<file path="src/rtl/mem_access_stage_if.sv">
// mem_access_stage_if
//   Bundles every signal of the memory stage except clock and reset.
//   slave  : the view of the memory stage controller itself.
//   master : the view of the surrounding pipeline, hazard unit and data memory.
//   Groups:
//     control   : stall, flush
//     EX side   : ex_valid, ex_ready, ex_mem_op, ex_addr, ex_wr_data, ex_rd, ex_rd_wen
//     RAM side  : ram_ctrl, ram_addr, ram_wr_data, ram_rd_data
//     hazard    : m1_rd, m1_is_load
//     writeback : wb_valid, wb_rd, wb_wen, wb_data
//     exception : exc_valid, exc_cause, exc_addr
interface mem_access_stage_if;
  logic        stall;
  logic        flush;
  logic        ex_valid;
  logic        ex_ready;
  logic [4:0]  ex_mem_op;
  logic [31:0] ex_addr;
  logic [31:0] ex_wr_data;
  logic [4:0]  ex_rd;
  logic        ex_rd_wen;
  logic [4:0]  ram_ctrl;
  logic [31:0] ram_addr;
  logic [31:0] ram_wr_data;
  logic [31:0] ram_rd_data;
  logic [4:0]  m1_rd;
  logic        m1_is_load;
  logic        wb_valid;
  logic [4:0]  wb_rd;
  logic        wb_wen;
  logic [31:0] wb_data;
  logic        exc_valid;
  logic [3:0]  exc_cause;
  logic [31:0] exc_addr;

  modport slave (
    input  stall, flush,
    input  ex_valid, ex_mem_op, ex_addr, ex_wr_data, ex_rd, ex_rd_wen,
    output ex_ready,
    output ram_ctrl, ram_addr, ram_wr_data,
    input  ram_rd_data,
    output m1_rd, m1_is_load,
    output wb_valid, wb_rd, wb_wen, wb_data,
    output exc_valid, exc_cause, exc_addr
  );

  modport master (
    output stall, flush,
    output ex_valid, ex_mem_op, ex_addr, ex_wr_data, ex_rd, ex_rd_wen,
    input  ex_ready,
    input  ram_ctrl, ram_addr, ram_wr_data,
    output ram_rd_data,
    input  m1_rd, m1_is_load,
    input  wb_valid, wb_rd, wb_wen, wb_data,
    input  exc_valid, exc_cause, exc_addr
  );
endinterface

</file>
<file path="src/rtl/mem_access_stage.sv">
// mem_access_stage
//   Memory stage controller of the RV32 pipeline. The M1 register holds the
//   op being issued to the byte-banked data memory; the M2 register holds the
//   op whose load data arrives from the memory one cycle later and forms the
//   writeback bundle. Accesses are screened for illegal widths and for
//   addresses outside the DMEM_AW-bit data memory when they leave EX.
//   Ports:
//     clk, rst : clock, synchronous active-high reset
//     bus      : mem_access_stage_if.slave (EX bundle, RAM port, hazard info,
//                writeback bundle, exception pulse, stall/flush)
//   ex_mem_op / ram_ctrl encoding: [4:2] funct3, [1] write, [0] memory access.
module mem_access_stage #(
  parameter int DMEM_AW = 16
) (
  input logic                clk,
  input logic                rst,
  mem_access_stage_if.slave  bus
);

  localparam logic [3:0] CAUSE_ILLEGAL     = 4'd2;
  localparam logic [3:0] CAUSE_LOAD_FAULT  = 4'd5;
  localparam logic [3:0] CAUSE_STORE_FAULT = 4'd7;

  // EX-side fault screening
  logic [2:0]         ex_funct3;
  logic               ex_write;
  logic               ex_access;
  logic [1:0]         ex_size_m1;
  logic [DMEM_AW:0]   ex_last_byte;
  logic               ex_illegal;
  logic               ex_out_of_range;
  logic               ex_fault;
  logic [3:0]         ex_cause;

  // M1 register
  logic               m1_valid_reg;
  logic [4:0]         m1_op_reg;
  logic [31:0]        m1_addr_reg;
  logic [31:0]        m1_wr_data_reg;
  logic [4:0]         m1_rd_reg;
  logic               m1_rd_wen_reg;
  logic               m1_fault_reg;
  logic [3:0]         m1_cause_reg;

  // M2 register
  logic               m2_valid_reg;
  logic [4:0]         m2_op_reg;
  logic [31:0]        m2_addr_reg;
  logic [4:0]         m2_rd_reg;
  logic               m2_rd_wen_reg;
  logic               m2_fault_reg;
  logic [3:0]         m2_cause_reg;
  logic               exc_pending_reg;

  logic               m2_is_load;
  logic               m2_is_store;

  assign ex_funct3 = bus.ex_mem_op[4:2];
  assign ex_write  = bus.ex_mem_op[1];
  assign ex_access = bus.ex_mem_op[0];

  always_comb begin
    ex_size_m1 = 2'd0;
    case (ex_funct3[1:0])
      2'b01:   ex_size_m1 = 2'd1;
      2'b10:   ex_size_m1 = 2'd3;
      default: ex_size_m1 = 2'd0;
    endcase

    // One extra bit catches an access whose last byte runs past the top of
    // memory; the address never wraps around to 0.
    ex_last_byte = {1'b0, bus.ex_addr[DMEM_AW-1:0]}
                 + {{(DMEM_AW-1){1'b0}}, ex_size_m1};

    // funct3[2] marks the unsigned load forms, which have no store counterpart.
    ex_illegal = ex_access & ((ex_funct3 == 3'b011) ||
                              (ex_funct3[2:1] == 2'b11) ||
                              (ex_funct3[2] && ex_write));

    ex_out_of_range = ex_access & ((|bus.ex_addr[31:DMEM_AW]) | ex_last_byte[DMEM_AW]);

    ex_fault = ex_illegal | ex_out_of_range;

    ex_cause = 4'd0;
    if (ex_illegal)
      ex_cause = CAUSE_ILLEGAL;
    else if (ex_out_of_range)
      ex_cause = ex_write ? CAUSE_STORE_FAULT : CAUSE_LOAD_FAULT;
  end

  assign bus.ex_ready = ~bus.stall & ~bus.flush;

  // M1: flush wins over stall; an idle EX slot clears valid.
  always_ff @(posedge clk) begin
    if (rst) begin
      m1_valid_reg   <= 1'b0;
      m1_op_reg      <= '0;
      m1_addr_reg    <= '0;
      m1_wr_data_reg <= '0;
      m1_rd_reg      <= '0;
      m1_rd_wen_reg  <= 1'b0;
      m1_fault_reg   <= 1'b0;
      m1_cause_reg   <= '0;
    end else if (bus.flush) begin
      m1_valid_reg   <= 1'b0;
    end else if (!bus.stall) begin
      m1_valid_reg   <= bus.ex_valid;
      if (bus.ex_valid) begin
        m1_op_reg      <= bus.ex_mem_op;
        m1_addr_reg    <= bus.ex_addr;
        m1_wr_data_reg <= bus.ex_wr_data;
        m1_rd_reg      <= bus.ex_rd;
        m1_rd_wen_reg  <= bus.ex_rd_wen;
        m1_fault_reg   <= ex_fault;
        m1_cause_reg   <= ex_cause;
      end
    end
  end

  // M2: the flushed M1 op must not advance, but M2 itself is never killed.
  always_ff @(posedge clk) begin
    if (rst) begin
      m2_valid_reg    <= 1'b0;
      m2_op_reg       <= '0;
      m2_addr_reg     <= '0;
      m2_rd_reg       <= '0;
      m2_rd_wen_reg   <= 1'b0;
      m2_fault_reg    <= 1'b0;
      m2_cause_reg    <= '0;
      exc_pending_reg <= 1'b0;
    end else if (!bus.stall) begin
      m2_valid_reg    <= m1_valid_reg & ~bus.flush;
      m2_op_reg       <= m1_op_reg;
      m2_addr_reg     <= m1_addr_reg;
      m2_rd_reg       <= m1_rd_reg;
      m2_rd_wen_reg   <= m1_rd_wen_reg;
      m2_fault_reg    <= m1_fault_reg;
      m2_cause_reg    <= m1_cause_reg;
      exc_pending_reg <= m1_valid_reg & m1_fault_reg & ~bus.flush;
    end
  end

  // Dropping ram_ctrl to zero during stall also makes the memory keep its
  // read register, so the load data already in M2 survives the stall.
  assign bus.ram_ctrl    = (m1_valid_reg && m1_op_reg[0] && !m1_fault_reg &&
                            !bus.stall && !bus.flush) ? m1_op_reg : 5'd0;
  assign bus.ram_addr    = m1_addr_reg;
  assign bus.ram_wr_data = m1_wr_data_reg;

  assign bus.m1_rd      = m1_rd_reg;
  assign bus.m1_is_load = m1_valid_reg & m1_op_reg[0] & ~m1_op_reg[1];

  assign m2_is_load  = m2_op_reg[0] & ~m2_op_reg[1];
  assign m2_is_store = m2_op_reg[0] &  m2_op_reg[1];

  assign bus.wb_valid = m2_valid_reg;
  assign bus.wb_rd    = m2_rd_reg;
  assign bus.wb_wen   = m2_valid_reg & m2_rd_wen_reg & (m2_rd_reg != 5'd0) &
                        ~m2_fault_reg & ~m2_is_store;
  // Memory returns loads already sign/zero-extended; other ops carry the ALU result.
  assign bus.wb_data  = (m2_valid_reg && m2_is_load && !m2_fault_reg) ?
                        bus.ram_rd_data : m2_addr_reg;

  // Held pending across a stall and shown only in a non-stalled cycle.
  assign bus.exc_valid = exc_pending_reg & ~bus.stall;
  assign bus.exc_cause = m2_cause_reg;
  assign bus.exc_addr  = m2_addr_reg;

endmodule
</file>
<file path="src/flat_wrapper.sv">
// flat-port wrapper written by rule: the top's interface ports become plain ports
module mem_access_stage_flat 
#(
  parameter int DMEM_AW = 16
)
  (clk, rst, bus_stall, bus_flush, bus_ex_valid, bus_ex_mem_op, bus_ex_addr, bus_ex_wr_data, bus_ex_rd, bus_ex_rd_wen, bus_ex_ready, bus_ram_ctrl, bus_ram_addr, bus_ram_wr_data, bus_ram_rd_data, bus_m1_rd, bus_m1_is_load, bus_wb_valid, bus_wb_rd, bus_wb_wen, bus_wb_data, bus_exc_valid, bus_exc_cause, bus_exc_addr);
  mem_access_stage_if bus_i ();
  input logic clk;
  input logic rst;
  input wire logic [$bits(bus_i.stall)-1:0] bus_stall;
  input wire logic [$bits(bus_i.flush)-1:0] bus_flush;
  input wire logic [$bits(bus_i.ex_valid)-1:0] bus_ex_valid;
  input wire logic [$bits(bus_i.ex_mem_op)-1:0] bus_ex_mem_op;
  input wire logic [$bits(bus_i.ex_addr)-1:0] bus_ex_addr;
  input wire logic [$bits(bus_i.ex_wr_data)-1:0] bus_ex_wr_data;
  input wire logic [$bits(bus_i.ex_rd)-1:0] bus_ex_rd;
  input wire logic [$bits(bus_i.ex_rd_wen)-1:0] bus_ex_rd_wen;
  output wire logic [$bits(bus_i.ex_ready)-1:0] bus_ex_ready;
  output wire logic [$bits(bus_i.ram_ctrl)-1:0] bus_ram_ctrl;
  output wire logic [$bits(bus_i.ram_addr)-1:0] bus_ram_addr;
  output wire logic [$bits(bus_i.ram_wr_data)-1:0] bus_ram_wr_data;
  input wire logic [$bits(bus_i.ram_rd_data)-1:0] bus_ram_rd_data;
  output wire logic [$bits(bus_i.m1_rd)-1:0] bus_m1_rd;
  output wire logic [$bits(bus_i.m1_is_load)-1:0] bus_m1_is_load;
  output wire logic [$bits(bus_i.wb_valid)-1:0] bus_wb_valid;
  output wire logic [$bits(bus_i.wb_rd)-1:0] bus_wb_rd;
  output wire logic [$bits(bus_i.wb_wen)-1:0] bus_wb_wen;
  output wire logic [$bits(bus_i.wb_data)-1:0] bus_wb_data;
  output wire logic [$bits(bus_i.exc_valid)-1:0] bus_exc_valid;
  output wire logic [$bits(bus_i.exc_cause)-1:0] bus_exc_cause;
  output wire logic [$bits(bus_i.exc_addr)-1:0] bus_exc_addr;
  assign bus_i.stall = bus_stall;
  assign bus_i.flush = bus_flush;
  assign bus_i.ex_valid = bus_ex_valid;
  assign bus_i.ex_mem_op = bus_ex_mem_op;
  assign bus_i.ex_addr = bus_ex_addr;
  assign bus_i.ex_wr_data = bus_ex_wr_data;
  assign bus_i.ex_rd = bus_ex_rd;
  assign bus_i.ex_rd_wen = bus_ex_rd_wen;
  assign bus_ex_ready = bus_i.ex_ready;
  assign bus_ram_ctrl = bus_i.ram_ctrl;
  assign bus_ram_addr = bus_i.ram_addr;
  assign bus_ram_wr_data = bus_i.ram_wr_data;
  assign bus_i.ram_rd_data = bus_ram_rd_data;
  assign bus_m1_rd = bus_i.m1_rd;
  assign bus_m1_is_load = bus_i.m1_is_load;
  assign bus_wb_valid = bus_i.wb_valid;
  assign bus_wb_rd = bus_i.wb_rd;
  assign bus_wb_wen = bus_i.wb_wen;
  assign bus_wb_data = bus_i.wb_data;
  assign bus_exc_valid = bus_i.exc_valid;
  assign bus_exc_cause = bus_i.exc_cause;
  assign bus_exc_addr = bus_i.exc_addr;
  mem_access_stage #(.DMEM_AW(DMEM_AW)) u_core (.clk(clk), .rst(rst), .bus(bus_i));
endmodule
</file>
<file path="config.mk">
export PLATFORM = sky130hd
export DESIGN_NAME = mem_access_stage_flat
export DESIGN_NICKNAME = d
export VERILOG_FILES = /design/src/rtl/mem_access_stage_if.sv /design/src/rtl/mem_access_stage.sv /design/src/flat_wrapper.sv
export SDC_FILE = /design/constraint.sdc
export NUM_CORES = 1
export LEC_CHECK = 0
export BUFFER_PORTS_ARGS = -buffer_cell sky130_fd_sc_hd__buf_2
export CAP_MARGIN = 30
export CORE_ASPECT_RATIO = 1.25
export CORE_MARGIN = 4
export CORE_UTILIZATION = 45
export DETAILED_ROUTE_END_ITERATION = 10
export PLACE_DENSITY = 0.85
export SYNTH_ARGS = -nofsm -noshare
export SYNTH_HDL_FRONTEND = slang
export SYNTH_SLANG_ARGS = --single-unit
</file>
<file path="constraint.sdc">
create_clock -name clk -period 1.8 [get_ports clk]
set_input_delay 0.09 -clock clk [delete_from_list [all_inputs] [get_ports clk]]
set_output_delay 0.09 -clock clk [all_outputs]
set_load 0.005 [all_outputs]
</file>
==> results of run 1 <==
[how the worst max path moves through the flow]
| stage | from | endpoint | cells past startpoint |
|---|---|---|---|
| after floorplan | u_core.m2_op_reg[0] | bus_wb_data[10] | 4 |
| after detailed placement | u_core.m2_op_reg[0] | bus_wb_data[29] | 4 |
| final | u_core.bus.wb_valid | bus_wb_data[16] | 5 |
| after global placement | u_core.m2_op_reg[0] | bus_wb_data[29] | 4 |
| after CTS | u_core.bus.wb_valid | bus_wb_data[23] | 5 |
| after global routing | u_core.bus.wb_valid | bus_wb_data[30] | 5 |
[cells by family after synthesis]
logic type,count (synthesis),synth area share [%]
simple gates,232,19.43
flops,124,50.14
compound gates,87,9.199
mux,74,15.77
buf+inv,45,4.625
fa+ha+maj,3,0.7582
other cells,1,0.07574
[power groups by stage]
stage                     logic [mW]  registers (mW)  clock network, mW
after CTS                      0.666            2.87               3.27
final                          0.686            2.87               3.23
after detailed placement       0.523            2.93                  0
after global placement         0.513            2.92                  0
after global routing           0.743            2.88               3.40
after floorplan                0.241            2.93                  0
[through the flow]
stage	setup WS, ps	cells	hold WS (ps)	TNS [ps]
finish	-130.1	1042	87.71	-3105
global route	-211.7	1042	77.01	-5736
CTS	-130.3	1042	66.66	-3357
detailed placement	202.0	930	335.1	0
global placement	265.9	930	330.9	0
floorplan	451.8	566	169.3	0
[layout make-up]
class | instances | area, sq um | share of cell area, %
Multi-Input combinational cell | 397 | 2332 | 29.33
Timing Repair Buffer | 355 | 2396 | 30.13
Clock buffer | 23 | 467.9 | 5.885
Tap cell | 132 | 165.2 | 2.077
Sequential cell | 124 | 2486 | 31.27
Inverter | 3 | 11.26 | 0.1416
Clock inverter | 8 | 92.59 | 1.164
[metal layers]
metal	vias up	share of wire (%)	track usage, %
met4	0	5.7	17.92
met1	2437	34	27.58
met2	306	52	47.30
met5	-	0	0
met3	80	8.1	5.905
li1	2547	-	-
[what timing repair did]
action,4_1_cts,5_1_grt
endpoints found under the setup margin,32,37
cloned,2,0
gates resized for setup,42,6
endpoints found under the hold margin,77,0
hold buffers,76,0
setup buffers,3,0
pin swaps,1,0
[worst max-delay path, delay by kind of cell, from the launching register on]
kind / cells / cell delay [ps]
muxes: 1 / 340
DFF: 1 / 330
and+or+nand+nor: 1 / 290
buffers and inverters: 3 / 490
[placed cells by master (no fill, tap or decap), drive strengths merged]
cell / Yosys / final
clkinvlp: 0 / 1
ha: 3 / 3
buf: 23 / 279
a21oi: 80 / 80
dfxtp: 124 / 124
a32oi: 1 / 1
a22oi: 1 / 1
clkinv: 0 / 5
inv: 3 / 3
nand3b: 3 / 3
nor4bb: 1 / 1
nor2b: 2 / 2
conb: 1 / 1
nand3: 1 / 1
dlygate4sd3: 0 / 76
nand4: 4 / 4
clkbuf: 19 / 23
bufinv: 0 / 2
nand2: 153 / 153
nor4: 5 / 5
o41ai: 1 / 1
o21ai: 1 / 1
nor3b: 1 / 1
mux2i: 42 / 42
nor2: 52 / 52
a31o: 1 / 1
nand2b: 2 / 2
o32ai: 1 / 1
mux2: 32 / 32
nor3: 3 / 3
and2: 4 / 4
a211oi: 1 / 1
nand4b: 1 / 1
==> summary.txt, run 1 <==
Outcome
  – Status: finished, violations left
  – Failing checks: setup timing

Power
  – P_leak: between 3 and 4 nW
  – Register share of total power: between 40% and 50%
  – Clock power frac: a little under half
  – Combinational share of power: 10.1%
  – Sw Share: 22.22%
  – Internal power: 5.278 mW
  – PwrDens: about 850 nW/um^2
  – Total power draw: 6.786 mW
  – P_sw: ~1.5 mW
  – Peak supply drop: 0.7081 mV

Placement
  – Dpl hpwl: around 11000 um
  – Routability Congestion: around 0.82
  – DP Area: 6361 sq um
  – Port Buffer Count: approximately 260

Logic synthesis
  – Post-synthesis register bit count: between 100 and 150
  – Top cell type's share of synthesized area: roughly 50%
  – Yosys warns: 0
  – Synth Flop Type: dfxtp_1
  – Yosys cell types: 34
  – Cell count after synthesis: between 500 and 600
  – Post-synth top cells: 153 x nand2_1, 124 x dfxtp_1, 80 x a21oi_1
  – Synthesized Nets: between 600 and 700
  – Synth area leader: dfxtp_1
  – Post-synthesis cell area: 4951 sq um
  – Syn_area_per_cell: ~9 sq um
  – Count leader, synth: nand2_1
  – Post-synthesis sequential area ratio: between 50 and 60%
  – Largest cells by area after synthesis: dfxtp_1 50%, nand2_1 12%, mux2i_1 8.5%
  – Post-synth EDFFs: 0
  – Share of async-settable or async-resettable flops after synthesis: 0%

Finish
  – Fin area: approximately 8000 sq um
  – Syn-to-layout area delta: 60.60%
  – Layout cell share with drive strength beyond 1: a little under two fifths
  – Fillers: approximately 730
  – Final core utilization: between 70% and 80%
  – Antenna diodes: 0
  – Fin nets: 1013

Die
  – Die area: around 13000 sq um
  – Die height: between 100 and 150 um
  – Die X: approximately 100 um
  – Row cnt: 42
  – Initial Util: 46.41%
  – # IOs: 264
  – Core area: approximately 11000 sq um

STA
  – RSZ-0062 raised after global routing: true
  – Final Hold Vio Count: 0
  – Rel. slew slack: 58.25%
  – Worst Max-Slew Pin Slew: about 630 ps
  – Final setup fails: 32
  – Fin Clk Skew: between 5 and 6 ps
  – Min Tclk post-route: between 1500 and 2000 ps
  – Crit share post-route: 107.2%
  – PnR worst setup slack: -130.1 ps
  – Maximum clock frequency: between 500 and 600 MHz
  – Slew Limit Fails: 0

GRT
  – Global-route wire length before repair: 26780 um
  – GR Overflow Total: 0
  – Initial antenna violation count: 0
  – Total GRT Usage: between 20% and 30%
  – Vias in the first global route: about 5400
  – Largest net degree at the start of global routing: between 50 and 60

Worst setup path
  – Reg2reg end: u_core.exc_pending_reg
  – Crit start category: flop
  – Reg2Reg Depth: 3
  – CP max FO: 9
  – Crit Path Category: flop to output port
  – Slowest Stage Delay on Critical Path: between 300 and 400 ps
  – Reg2reg setup slack: about 900 ps
  – CP Capture Type: output port
  – CP cell instances: nor4bb_4 -> buf_6 -> buf_8 -> mux2_2 -> buf_2
  – Required time of the critical path: around 1700 ps
  – CP max-delay cell: mux2_2
  – Worst EP arrival: approximately 1800 ps
  – Crit Reg-Reg Startpoint: u_core.m1_fault_reg

Worst hold path
  – Depth of the worst hold-timing path: 3
  – Hold_sp: bus_ex_valid
  – Worst Hold Class: primary input to flop
  – WHS Endpoint: u_core.m1_valid_reg

Routing
  – DR vias: roughly 5400
  – Routed len/inst: ~17 um
  – Detail Route Antenna Nets: 0
  – Final WL: 17550 um
  – First-pass DRT Iterations: 5
  – Drt first-iter violations: 324
  – Vias per inst: approximately 5.2
  – DRC viols: 0

Run
  – Maxcap violations: 0

CTS
  – H-tree levels: 4
  – Clock Sinks: around 120
  – Clock latency on the worst-skew pair: about 400 ps
  – Total CTS buffers: 17
  – CTS Root Cell: clkbuf_16
  – Reg clk slew, reported paths: roughly 50 ps
  – CTS max path bufs: 2
  – CTS tree: yes
Power figures use the tool's default switching activity.
==> run 2: changes to the inputs <==
--- a/config.mk
+++ b/config.mk
@@ -5,6 +5,7 @@
 export SDC_FILE = /design/constraint.sdc
 export NUM_CORES = 1
 export LEC_CHECK = 0
+export ABC_AREA = 1
 export BUFFER_PORTS_ARGS = -buffer_cell sky130_fd_sc_hd__buf_2
 export CAP_MARGIN = 30
 export CORE_ASPECT_RATIO = 1.25
==> run 2 against run 1 <==
Compared with the run above:
- the run now ends clean
- die area up 1.9%
- non-clock buffer count is 13 lower
- count of clock-buffer cells in the layout rose by 2
- via count hardly changed
- utilization down 5.9 points
- maximum frequency up 12%
- wire length shrank 7.2%
- sequential share of layout area is 1.5 points higher
- critical endpoint is now bus_wb_data[13]
==> summary.txt, run 2 <==
Outcome
  – Status: complete, no violations

STA
  – Crit share post-route: 95.40%
  – Min Tclk post-route: approximately 1700 ps
  – Final setup fails: 0
  – Fin Clk Skew: 4.359 ps
  – Final Hold Vio Count: 0
  – Maximum clock frequency: 582.4 MHz
  – Slew Limit Fails: 0
  – RSZ-0062 raised after global routing: false
  – TNS Setup: 0 ps

Finish
  – Layout cell share with drive strength beyond 1: around 35%
  – Most frequent cells in the layout: 262 x buf_2, 226 x nor2_1, 124 x dfxtp_1
  – Fillers: about 910
  – Leading cell type in the layout, fill and taps excluded: buf_2
  – Syn-to-layout area delta: 49.78%
  – Final std cells w/o fill: about 1100
  – Fin area: approximately 7600 sq um
  – Fin nets: 1073

Placement
  – DP Area: between 6000 and 7000 sq um
  – Cells after DPL: between 1000 and 1500
  – Routability Congestion: 0.8460
  – Dpl hpwl: 10930 um
  – Port Buffer Count: 262

Worst hold path
  – Worst Hold Class: primary input to flop
  – Depth of the worst hold-timing path: 3

Logic synthesis
  – Yosys warns: 0
  – Post-synthesis sequential area ratio: around half
  – Synthesized Nets: 755
  – Synth Flop Type: dfxtp_1
  – Post-synth top cells: 226 x nor2_1, 124 x dfxtp_1, 114 x o21ai_0
  – Count leader, synth: nor2_1
  – Top cell type's share of synthesized area: 49.11%
  – Yosys cell types: 29
  – Largest cells by area after synthesis: dfxtp_1 49%, nor2_1 17%, o21ai_0 11%
  – Synth area leader: dfxtp_1
  – Share of async-settable or async-resettable flops after synthesis: 0%
  – Post-synthesis cell area: between 5000 and 6000 sq um
  – Post-synth EDFFs: 0
  – Syn_area_per_cell: 7.898 sq um
  – Post-synthesis register bit count: approximately 120
  – Cell count after synthesis: 640

Die
  – Die area: between 10000 and 15000 sq um
  – Die height: 126.5 um
  – Initial Util: roughly 46%
  – Die X: ~100 um
  – Row cnt: 43
  – # IOs: about 260
  – Core area: approximately 11000 sq um

Worst setup path
  – CP Capture Type: output port
  – CP max FO: 32
  – Required time of the critical path: between 1500 and 2000 ps
  – Start point of the critical path: u_core.bus.wb_valid
  – Worst EP arrival: 1630 ps
  – Reg2reg end: u_core.m1_valid_reg
  – Reg2Reg Depth: 3
  – Crit start category: flop
  – Crit Reg-Reg Startpoint: u_core.m1_valid_reg
  – Reg2reg setup slack: around 530 ps
  – Crit Path Category: flop to output port
  – CP Capture Point: bus_wb_data[13]

CTS
  – CTS Root Cell: clkbuf_16
  – H-tree levels: 4
  – CTS max path bufs: 2
  – Reg clk slew, reported paths: roughly 50 ps
  – Setup Buffers After CTS: 0
  – Clock latency on the worst-skew pair: between 300 and 400 ps
  – Clock Sinks: around 120
  – CTS tree: yes
  – Total CTS buffers: 17

GRT
  – Global-route wire length before repair: 25050 um
  – Total GRT Usage: between 20% and 30%
  – Largest net degree at the start of global routing: between 40 and 50
  – GR Overflow Total: 0
  – Initial antenna violation count: 0
  – Vias in the first global route: just over 5000

Routing
  – Vias per inst: a little under 5
  – Final WL: approximately 16000 um
  – Detail Route Antenna Nets: 0
  – First-pass DRT Iterations: 6
  – DR vias: roughly 5400
  – Routed len/inst: around 15 um
  – DRC viols: 0
  – Drt first-iter violations: between 150 and 200

Power
  – Total power draw: approximately 6.8 mW
  – Peak supply drop: between 0.9 and 1 mV
  – P_leak: approximately 3.8 nW
  – PwrDens: slightly below 900 nW/um^2

Run
  – Maxcap violations: 0
==> run 2: worst min-delay path by stage <==
| stage | from | to | slack, ps |
|---|---|---|---|
| 6_report | bus_ex_addr[5] | u_core.bus.ram_addr[5] | 3 |
| 5_1_grt | bus_ex_mem_op[1] | u_core.m1_op_reg[1] | 10 |
| 4_1_cts | bus_ex_addr[5] | u_core.bus.ram_addr[5] | 2 |
| 3_5_place_dp | bus_ex_wr_data[5] | u_core.bus.ram_wr_data[5] | 330 |
| 3_3_place_gp | bus_ex_wr_data[6] | u_core.bus.ram_wr_data[6] | 320 |
| 2_1_floorplan | rst | u_core.bus.wb_valid | 160 |
==> run 2: cell families after synthesis <==
family                     synth area share [%]
and+or+nand+nor                           21.06
AOI/OAI and AO/OA                         13.91
DFF                                       49.11
buffers and inverters                     7.822
muxes                                     7.277
adders and majority gates                0.7427
other                                   0.07419
==> run 2: final cells by class <==
type / instances / area [sq um] / share of cell area (%)
Inverter: 28 / 105.1 / 1.388
Sequential cell: 124 / 2482 / 32.79
Tap cell: 135 / 168.9 / 2.231
Antenna cell: 1 / 2.502 / 0.03305
Clock inverter: 3 / 15.01 / 0.1983
Clock buffer: 25 / 485.5 / 6.412
Timing Repair Buffer: 342 / 2135 / 28.19
Multi-Input combinational cell: 445 / 2177 / 28.76
==> run 2: stage by stage <==
| stage | hold slack (ps) | utilization [%] | setup slack, ps |
|---|---|---|---|
| finish | 2.893 | 68.64 | 82.82 |
| global route | 12.71 | 68.62 | 2.617 |
| CTS | 1.944 | 68.54 | 2.352 |
| detailed placement | 331.3 | 57.71 | 311.1 |
| global placement | 322.7 | 57.71 | 379.7 |
| floorplan | 159.1 | - | 621.6 |
==> run 2: report_power, final <==
group	total, mW	internal [mW]	switching [mW]
clock	2.89	1.83	1.06
combinational	0.894	0.462	0.432
sequential	2.99	2.90	0.0959
==> run 2: repair_timing <==
| item | CTS | global route |
|---|---|---|
| endpoints found under the hold margin | 72 | 0 |
| hold buffers | 69 | 0 |
| gates resized for setup | 1 | 2 |
| endpoints found under the setup margin | 32 | 32 |
==> run 2: critical path: stages, from the launching register on <==
cell     delay (ps)
dfxtp_1         340
inv_1            50
nor2_2          100
nand3_2          90
buf_12          180
mux2_2          300
buf_2           140
==> run 2: per-layer routing <==
layer	up-vias	wire (um)	track usage (%)
li1	2700	-	-
met4	0	344	8.308
met5	-	0	0
met3	24	1326	6.436
met2	214	8510	43.19
met1	2430	6096	27.84
